==> src/rtl/decode_stage.sv <==
// decode_stage: registered, handshaked RV32I(+M) decoder sitting between fetch
// and execute. Adds strict illegal-instruction detection, load-use stalls and a
// 2-entry skid buffer so that in_ready never depends on out_ready.

package decode_pkg;

  typedef enum logic [3:0] {
    ALU_ADD  = 4'd0,
    ALU_SUB  = 4'd1,
    ALU_SLL  = 4'd2,
    ALU_SLT  = 4'd3,
    ALU_SLTU = 4'd4,
    ALU_XOR  = 4'd5,
    ALU_SRL  = 4'd6,
    ALU_SRA  = 4'd7,
    ALU_OR   = 4'd8,
    ALU_AND  = 4'd9
  } alu_op_t;

  typedef enum logic [1:0] {
    SRCA_RS1  = 2'd0,
    SRCA_PC   = 2'd1,
    SRCA_ZERO = 2'd2
  } alu_srca_t;

  typedef enum logic [1:0] {
    SRCB_RS2  = 2'd0,
    SRCB_IMM  = 2'd1,
    SRCB_FOUR = 2'd2
  } alu_srcb_t;

  // Store data width, taken from the STORE funct3
  typedef enum logic [1:0] {
    WD_BYTE = 2'd0,
    WD_HALF = 2'd1,
    WD_WORD = 2'd2
  } mem_wdsrc_t;

  typedef enum logic [1:0] {
    DOUT_ALUY = 2'd0,
    DOUT_MEM  = 2'd1,
    DOUT_PC4  = 2'd2
  } dataout_src_t;

  typedef enum logic [2:0] {
    IMMG_NONE = 3'd0,
    IMMG_I    = 3'd1,
    IMMG_S    = 3'd2,
    IMMG_B    = 3'd3,
    IMMG_U    = 3'd4,
    IMMG_J    = 3'd5
  } immg_op_t;

  typedef enum logic [3:0] {
    BJ_NOOP = 4'd0,
    BJ_BEQ  = 4'd1,
    BJ_BNE  = 4'd2,
    BJ_BLT  = 4'd3,
    BJ_BGE  = 4'd4,
    BJ_BLTU = 4'd5,
    BJ_BGEU = 4'd6,
    BJ_JAL  = 4'd7,
    BJ_JALR = 4'd8
  } bj_op_t;

  // Every "inactive" encoding is zero, so an all-zero bundle is a safe bubble
  typedef struct packed {
    alu_op_t      alu_op;
    alu_srca_t    alu_srca;
    alu_srcb_t    alu_srcb;
    mem_wdsrc_t   mem_d_wdsrc;
    logic         mem_d_we;
    dataout_src_t dataout_src;
    logic         reg_we;
    immg_op_t     immg_op;
    bj_op_t       bj_op;
  } controlsgs_t;

  localparam logic [6:0] OPC_LUI    = 7'b0110111;
  localparam logic [6:0] OPC_AUIPC  = 7'b0010111;
  localparam logic [6:0] OPC_JAL    = 7'b1101111;
  localparam logic [6:0] OPC_JALR   = 7'b1100111;
  localparam logic [6:0] OPC_BRANCH = 7'b1100011;
  localparam logic [6:0] OPC_LOAD   = 7'b0000011;
  localparam logic [6:0] OPC_STORE  = 7'b0100011;
  localparam logic [6:0] OPC_OPIMM  = 7'b0010011;
  localparam logic [6:0] OPC_OP     = 7'b0110011;

endpackage

module decode_stage
  import decode_pkg::*;
#(
  parameter int XLEN     = 32,
  parameter bit ENABLE_M = 1'b1
) (
  input  logic              clk,
  input  logic              rst,
  input  logic              flush,
  input  logic              in_valid,
  output logic              in_ready,
  input  logic [31:0]       in_instr,
  input  logic [XLEN-1:0]   in_pc,
  input  logic              ex_load_valid,
  input  logic [4:0]        ex_load_rd,
  output logic              out_valid,
  input  logic              out_ready,
  output controlsgs_t       out_controlsgs,
  output logic [XLEN-1:0]   out_pc,
  output logic [31:0]       out_instr,
  output logic [4:0]        out_rs1,
  output logic [4:0]        out_rs2,
  output logic [4:0]        out_rd,
  output logic              out_illegal,
  output logic              out_muldiv,
  output logic [2:0]        out_mdop
);

  // One decoded instruction as held in the main or skid register
  typedef struct packed {
    controlsgs_t      ctrl;
    logic [XLEN-1:0]  pc;
    logic [31:0]      instr;
    logic [4:0]       rs1;
    logic [4:0]       rs2;
    logic [4:0]       rd;
    logic             illegal;
    logic             muldiv;
    logic [2:0]       mdop;
  } payload_t;

  typedef enum logic [1:0] {
    ST_EMPTY = 2'd0,
    ST_MAIN  = 2'd1,
    ST_SKID  = 2'd2
  } state_t;

  // Maps an ALU-class funct3 to an operation; alt selects SUB/SRA
  function automatic alu_op_t f3_to_alu(input logic [2:0] f3, input logic alt);
    alu_op_t op;
    case (f3)
      3'b000:  op = alt ? ALU_SUB : ALU_ADD;
      3'b001:  op = ALU_SLL;
      3'b010:  op = ALU_SLT;
      3'b011:  op = ALU_SLTU;
      3'b100:  op = ALU_XOR;
      3'b101:  op = alt ? ALU_SRA : ALU_SRL;
      3'b110:  op = ALU_OR;
      default: op = ALU_AND;
    endcase
    return op;
  endfunction

  logic [6:0]  w_opcode;
  logic [2:0]  w_funct3;
  logic [6:0]  w_funct7;
  controlsgs_t w_ctrl;
  logic        w_illegal;
  logic        w_muldiv;
  logic        w_rs1_used;
  logic        w_rs2_used;
  logic        w_hazard;
  payload_t    w_dec;

  state_t      r_state;
  state_t      w_state_nxt;
  payload_t    r_main;
  payload_t    r_skid;
  logic        w_accept;
  logic        w_xfer;
  logic        w_load_main_in;
  logic        w_load_main_skid;
  logic        w_load_skid;

  assign w_opcode = in_instr[6:0];
  assign w_funct3 = in_instr[14:12];
  assign w_funct7 = in_instr[31:25];

  // Combinational decode of the incoming instruction word
  always_comb begin
    // NOTE: every output of this block gets a default first, so no path can
    // leave a variable unassigned and infer a latch.
    w_ctrl     = '0;
    w_illegal  = 1'b0;
    w_muldiv   = 1'b0;
    w_rs1_used = 1'b0;
    w_rs2_used = 1'b0;

    case (w_opcode)
      OPC_LUI: begin
        w_ctrl.alu_srca = SRCA_ZERO;
        w_ctrl.alu_srcb = SRCB_IMM;
        w_ctrl.immg_op  = IMMG_U;
        w_ctrl.reg_we   = 1'b1;
      end
      OPC_AUIPC: begin
        w_ctrl.alu_srca = SRCA_PC;
        w_ctrl.alu_srcb = SRCB_IMM;
        w_ctrl.immg_op  = IMMG_U;
        w_ctrl.reg_we   = 1'b1;
      end
      OPC_JAL: begin
        w_ctrl.alu_srca    = SRCA_PC;
        w_ctrl.alu_srcb    = SRCB_IMM;
        w_ctrl.immg_op     = IMMG_J;
        w_ctrl.dataout_src = DOUT_PC4;
        w_ctrl.reg_we      = 1'b1;
        w_ctrl.bj_op       = BJ_JAL;
      end
      OPC_JALR: begin
        w_rs1_used         = 1'b1;
        w_ctrl.alu_srca    = SRCA_RS1;
        w_ctrl.alu_srcb    = SRCB_IMM;
        w_ctrl.immg_op     = IMMG_I;
        w_ctrl.dataout_src = DOUT_PC4;
        w_ctrl.reg_we      = 1'b1;
        w_ctrl.bj_op       = BJ_JALR;
      end
      OPC_BRANCH: begin
        w_rs1_used      = 1'b1;
        w_rs2_used      = 1'b1;
        w_ctrl.alu_op   = ALU_SUB;
        w_ctrl.alu_srca = SRCA_RS1;
        w_ctrl.alu_srcb = SRCB_RS2;
        w_ctrl.immg_op  = IMMG_B;
        case (w_funct3)
          3'b000:  w_ctrl.bj_op = BJ_BEQ;
          3'b001:  w_ctrl.bj_op = BJ_BNE;
          3'b100:  w_ctrl.bj_op = BJ_BLT;
          3'b101:  w_ctrl.bj_op = BJ_BGE;
          3'b110:  w_ctrl.bj_op = BJ_BLTU;
          3'b111:  w_ctrl.bj_op = BJ_BGEU;
          default: w_illegal    = 1'b1;
        endcase
      end
      OPC_LOAD: begin
        w_rs1_used         = 1'b1;
        w_ctrl.alu_srca    = SRCA_RS1;
        w_ctrl.alu_srcb    = SRCB_IMM;
        w_ctrl.immg_op     = IMMG_I;
        w_ctrl.dataout_src = DOUT_MEM;
        w_ctrl.reg_we      = 1'b1;
        case (w_funct3)
          3'b000, 3'b001, 3'b010, 3'b100, 3'b101: ;
          default: w_illegal = 1'b1;
        endcase
      end
      OPC_STORE: begin
        w_rs1_used      = 1'b1;
        w_rs2_used      = 1'b1;
        w_ctrl.alu_srca = SRCA_RS1;
        w_ctrl.alu_srcb = SRCB_IMM;
        w_ctrl.immg_op  = IMMG_S;
        w_ctrl.mem_d_we = 1'b1;
        case (w_funct3)
          3'b000:  w_ctrl.mem_d_wdsrc = WD_BYTE;
          3'b001:  w_ctrl.mem_d_wdsrc = WD_HALF;
          3'b010:  w_ctrl.mem_d_wdsrc = WD_WORD;
          default: w_illegal          = 1'b1;
        endcase
      end
      OPC_OPIMM: begin
        w_rs1_used      = 1'b1;
        w_ctrl.alu_srca = SRCA_RS1;
        w_ctrl.alu_srcb = SRCB_IMM;
        w_ctrl.immg_op  = IMMG_I;
        w_ctrl.reg_we   = 1'b1;
        w_ctrl.alu_op   = f3_to_alu(w_funct3, (w_funct3 == 3'b101) && w_funct7[5]);
        // Shift-immediates carry a funct7 that must be a valid shift kind
        if (w_funct3 == 3'b001 && w_funct7 != 7'b0000000)
          w_illegal = 1'b1;
        if (w_funct3 == 3'b101 && w_funct7 != 7'b0000000 && w_funct7 != 7'b0100000)
          w_illegal = 1'b1;
      end
      OPC_OP: begin
        w_rs1_used      = 1'b1;
        w_rs2_used      = 1'b1;
        w_ctrl.alu_srca = SRCA_RS1;
        w_ctrl.alu_srcb = SRCB_RS2;
        w_ctrl.reg_we   = 1'b1;
        if (w_funct7 == 7'b0000000) begin
          w_ctrl.alu_op = f3_to_alu(w_funct3, 1'b0);
        end else if (w_funct7 == 7'b0100000 &&
                     (w_funct3 == 3'b000 || w_funct3 == 3'b101)) begin
          w_ctrl.alu_op = f3_to_alu(w_funct3, 1'b1);
        end else if (ENABLE_M && w_funct7 == 7'b0000001) begin
          // The M unit ignores alu_op; ADD keeps the bundle deterministic
          w_muldiv      = 1'b1;
          w_ctrl.alu_op = ALU_ADD;
        end else begin
          w_illegal = 1'b1;
        end
      end
      default: w_illegal = 1'b1;
    endcase

    // An illegal instruction must not write anything or redirect control flow
    if (w_illegal) begin
      w_ctrl   = '0;
      w_muldiv = 1'b0;
    end
  end

  // Load-use hazard: only register fields the instruction really reads count
  assign w_hazard = ex_load_valid && (ex_load_rd != 5'd0) &&
                    ((w_rs1_used && (in_instr[19:15] == ex_load_rd)) ||
                     (w_rs2_used && (in_instr[24:20] == ex_load_rd)));

  // Assemble the payload that will be captured on acceptance
  always_comb begin
    w_dec         = '0;
    w_dec.ctrl    = w_ctrl;
    w_dec.pc      = in_pc;
    w_dec.instr   = in_instr;
    w_dec.rs1     = in_instr[19:15];
    w_dec.rs2     = in_instr[24:20];
    w_dec.rd      = in_instr[11:7];
    w_dec.illegal = w_illegal;
    w_dec.muldiv  = w_muldiv;
    w_dec.mdop    = w_muldiv ? w_funct3 : 3'b000;
  end

  // Ready depends only on registered state and the hazard, never on out_ready
  assign in_ready  = (r_state != ST_SKID) && !w_hazard;
  assign out_valid = (r_state != ST_EMPTY);
  assign w_accept  = in_valid && in_ready && !flush;
  assign w_xfer    = out_valid && out_ready;

  // Skid-buffer next state and register load enables
  always_comb begin
    w_state_nxt      = r_state;
    w_load_main_in   = 1'b0;
    w_load_main_skid = 1'b0;
    w_load_skid      = 1'b0;

    if (flush) begin
      w_state_nxt = ST_EMPTY;
    end else begin
      case (r_state)
        ST_EMPTY: begin
          if (w_accept) begin
            w_state_nxt    = ST_MAIN;
            w_load_main_in = 1'b1;
          end
        end
        ST_MAIN: begin
          if (w_accept && w_xfer) begin
            w_load_main_in = 1'b1;
          end else if (w_accept) begin
            w_state_nxt = ST_SKID;
            w_load_skid = 1'b1;
          end else if (w_xfer) begin
            w_state_nxt = ST_EMPTY;
          end
        end
        ST_SKID: begin
          if (w_xfer) begin
            w_state_nxt      = ST_MAIN;
            w_load_main_skid = 1'b1;
          end
        end
        default: w_state_nxt = ST_EMPTY;
      endcase
    end
  end

  // State register
  always_ff @(posedge clk) begin
    // NOTE: sequential state is always written with non-blocking assignments
    // so every flop samples values from before the clock edge.
    if (rst) r_state <= ST_EMPTY;
    else     r_state <= w_state_nxt;
  end

  // Main register: feeds the outputs, so it is cleared to the bubble encoding
  always_ff @(posedge clk) begin
    if (rst)                   r_main <= '0;
    else if (w_load_main_in)   r_main <= w_dec;
    else if (w_load_main_skid) r_main <= r_skid;
  end

  // Skid register: captures the entry accepted while main is stalled
  always_ff @(posedge clk) begin
    // NOTE: no reset here; the skid contents are only read when the state
    // says they are valid, so clearing them would buy nothing.
    if (w_load_skid) r_skid <= w_dec;
  end

  assign out_controlsgs = r_main.ctrl;
  assign out_pc         = r_main.pc;
  assign out_instr      = r_main.instr;
  assign out_rs1        = r_main.rs1;
  assign out_rs2        = r_main.rs2;
  assign out_rd         = r_main.rd;
  assign out_illegal    = r_main.illegal;
  assign out_muldiv     = r_main.muldiv;
  assign out_mdop       = r_main.mdop;

endmodule

==> config.mk <==
export PLATFORM = sky130hd
export DESIGN_NAME = decode_stage
export DESIGN_NICKNAME = d
export VERILOG_FILES = /design/src/rtl/decode_stage.sv
export SDC_FILE = /design/constraint.sdc
export NUM_CORES = 1
export LEC_CHECK = 0
export ABC_AREA = 0
export BUFFER_PORTS_ARGS = -buffer_cell sky130_fd_sc_hd__buf_2
export CAP_MARGIN = 20
export CORE_MARGIN = 2
export CORE_UTILIZATION = 58
export CTS_CLUSTER_SIZE = 30
export DETAILED_ROUTE_END_ITERATION = 10
export PLACE_DENSITY = 0.85
export SYNTH_ARGS = -nofsm -noshare
export SYNTH_HDL_FRONTEND = slang
export SYNTH_SLANG_ARGS = --single-unit
==> constraint.sdc <==
create_clock -name clk -period 16.12 [get_ports clk]
set_clock_uncertainty 0.1 [all_clocks]
set_input_delay 3.224 -clock clk [delete_from_list [all_inputs] [get_ports clk]]
set_output_delay 3.224 -clock clk [all_outputs]
set_load 0.05 [all_outputs]
==> impl_metrics.ini <==
[setup_path]
timing_worst_setup_path_type = in -> out
worst_r2r_startpoint = r_state[1]
ff2ff_setup_slack_ps = 13510
critPathRequiredTime_ps = 12800
startpoint_type = input pin
cp_data_arrival_time_ps = 4870
reg2reg_depth = 7
critPathMaxFanout = 5
critPathCaptureType = output pin
rr_endpoint = out_mdop[2]

[clocking]
clkTransAtPathRegs_ps = 60
clock_path_buffers = 2
holdBufCountCts = 0
htree_num_levels = 4
tritoncts.num_buffers = 17
cts_num_sinks = 180
ctsRootBufferMaster = sky130_fd_sc_hd__clkbuf_16
cts_tree = yes
cts_post_setup_buffers_inserted = 0
cts_repair_resize_count = 0
clock_latency_ps = 430

[power]
p_sw_share_pct = 26.5
power_per_cell_area_nw_per_um2 = 110
ir_drop_uv = 69.0
design_power_total_mw = 1.00
intPower_mw = 0.736
p_sw_mw = 0.265
share_seq_of_total_power_pct = 49.6
share_comb_of_total_power_pct = 12.0
cellLeakagePower_nw = 3.37
clockPowerShare_pct = 38.3

[drt]
routed-via-count = 6795
drt_pre_antenna_iters = 5
drt-wirelength-per-cell_um = 19.2
drcViolationCount = 0
drt_iter0_drc = 1053
route.antenna.remaining_nets = 0
routed_wirelength_mm = 20.7
vias_per_cell = 6.30

[yosys]
syn-cell-area_um2 = 7860
yosys.area.top_type_share_pct = 34.0
netlist_top_cells_area = sky130_fd_sc_hd__edfxtp_1, sky130_fd_sc_hd__dfxtp_1, sky130_fd_sc_hd__nand2_1
syn_area_per_cell_um2 = 10.1
postSynthRegisterBits = 180
synth_area_leader_cell = sky130_fd_sc_hd__edfxtp_1
synth_edf_count = 89
synth.yosys.seq_area_share_pct = 57.2
ys_dominant_reg_cell = sky130_fd_sc_hd__dfxtp_1
yosys_warnings = 0
synth_cell_type_count = 61
syn_nets = 850
syn_inst = 775
synth-async-reset-ratio_pct = 0

[floorplan]
core_area_um2 = 13200
io_pins = 182
initial_core_utilization_pct = 59.4
row_count = 42
die-height_um = 120
die-width_um = 120
die_area_um2 = 14500

[grt]
grt_remaining_overflow = 0
grt_antenna_before_repair = 0
gr-usage-all-layers_pct = 28.2
maximum_number_of_pins_on_one_net_before_global_route_repair = 92
grt_first_pass_wirelength_mm = 32.6
vias_in_the_first_global_route = 6232

[timing]
hold_viol = 0
fmaxAchievable_mhz = 122
final.hold.worst_slack_ps = 386
grt_setup_unrepaired = false
setup-violations-final = 0
relSlewSlack_pct = 29.2
finalWorstSetupSlack_ps = 7930
period_minus_slack_ps = 8190
max_slew.worst_pin.slew_ps = 1060
timing.final.max_slew_violations = 0
final.period_utilization_pct = 50.8
finalSetupTns_ps = 0

[placement]
gp_congestion = 0.901
dpl_worst_slack_ps = 7940
post-dp-hpwl_mm = 12.1
place.port_buffers = 180

[hold_path]
timing.hold.worst_endpoint = out_instr[2]
hold_sp = out_instr[2]
worst_hold_path_type = reg -> reg
hold_path_depth = 2

[cells_and_area]
drive_gt1_share_pct = 24.7
antenna_diode_count = 0
layout_commonest_cell = sky130_fd_sc_hd__buf_2
flow.area_growth_from_synthesis_pct = 15.9
nets = 965
layout.cells.most_common_list = sky130_fd_sc_hd__buf_2, sky130_fd_sc_hd__nand2_1, sky130_fd_sc_hd__dfxtp_1
filler_cell_count = 1034

[outcome]
status = finished, final reports clean

[flow_run]
max_cap_violations = 0
[worst max-delay path, stage by stage]
cell                      delay, ps
sky130_fd_sc_hd__buf_2          120
sky130_fd_sc_hd__or4_1          510
sky130_fd_sc_hd__o21ai_1        450
sky130_fd_sc_hd__a21oi_4         70
sky130_fd_sc_hd__nor2_1         200
sky130_fd_sc_hd__buf_2          300
[cell usage after synthesis (all sizes together) (5+ instances only)]
| cell type | n |
|---|---|
| clkbuf | 41 |
| a31oi | 50 |
| o21ai | 11 |
| buf | 47 |
| o211ai | 49 |
| nand2 | 144 |
| nor2 | 14 |
| edfxtp | 89 |
| inv | 5 |
| nand3 | 52 |
| a311oi | 39 |
| nor3 | 47 |
| dfxtp | 91 |
| nor4 | 6 |
| xor2 | 11 |
| a21oi | 16 |
[state kept, by name, indices dropped and copies added, names as in the netlist]
name and cells:
r_state 2, out_instr 32, out_muldiv 1, out_pc 32, out_controlsgs 20, out_illegal 1, r_skid 89, out_mdop 3
[per-layer routing]
layer  up-vias  GRT usage, %  wire length (µm)
li1       3115             -                 -
met2       364          42.8              9810
met3        36          5.42              1570
met1      3280          40.1              8810
met4         0          11.3               486
met5         -             0                 0
[cell families after synthesis]
logic type	synth area share (%)
AOI/OAI and AO/OA	17.2
muxes	0.127
buffers and inverters	6.38
and+or+nand+nor	17.7
DFF	57.2
xor gates and xnor gates	1.34
other	0.0477
[how the worst max path moves through the flow]
stage,from,end,slack [ps],cells after the start
floorplan,ex_load_rd[1],in_ready,7850,5
global placement,ex_load_rd[1],in_ready,8010,6
detailed placement,ex_load_rd[1],in_ready,7940,6
CTS,ex_load_rd[1],in_ready,7940,6
global route,ex_load_rd[1],in_ready,7830,6
finish,ex_load_rd[1],in_ready,7930,6
[per-stage QoR]
stage	cells	util (%)	cell area, µm²
final	1079	68.8	9110
after global routing	1079	68.8	9110
after CTS	1079	68.8	9110
after detailed placement	1047	64.8	8580
after global placement	1047	64.8	8580
after floorplan	775	-	7860
[cell type report]
type / instances / area, µm² / share of cell area (%)
multi-input cells: 500 / 2890 / 31.8
well taps: 176 / 220 / 2.42
flip-flops and latches: 180 / 4490 / 49.3
repair buffers: 186 / 948 / 10.4
clock buffers: 22 / 454 / 4.98
clock inverters: 10 / 82.6 / 0.906
inverters: 5 / 18.8 / 0.206
[power by group through the flow]
stage               Combinational [mW]  Clock, mW  Sequential, mW
finish                           0.120      0.383           0.497
global route                     0.127      0.405           0.498
CTS                              0.120      0.387           0.497
detailed placement               0.119          0           0.506
global placement                 0.118          0           0.506
floorplan                       0.0524          0           0.542
No activity file was read; power rests on OpenSTA's default activity.
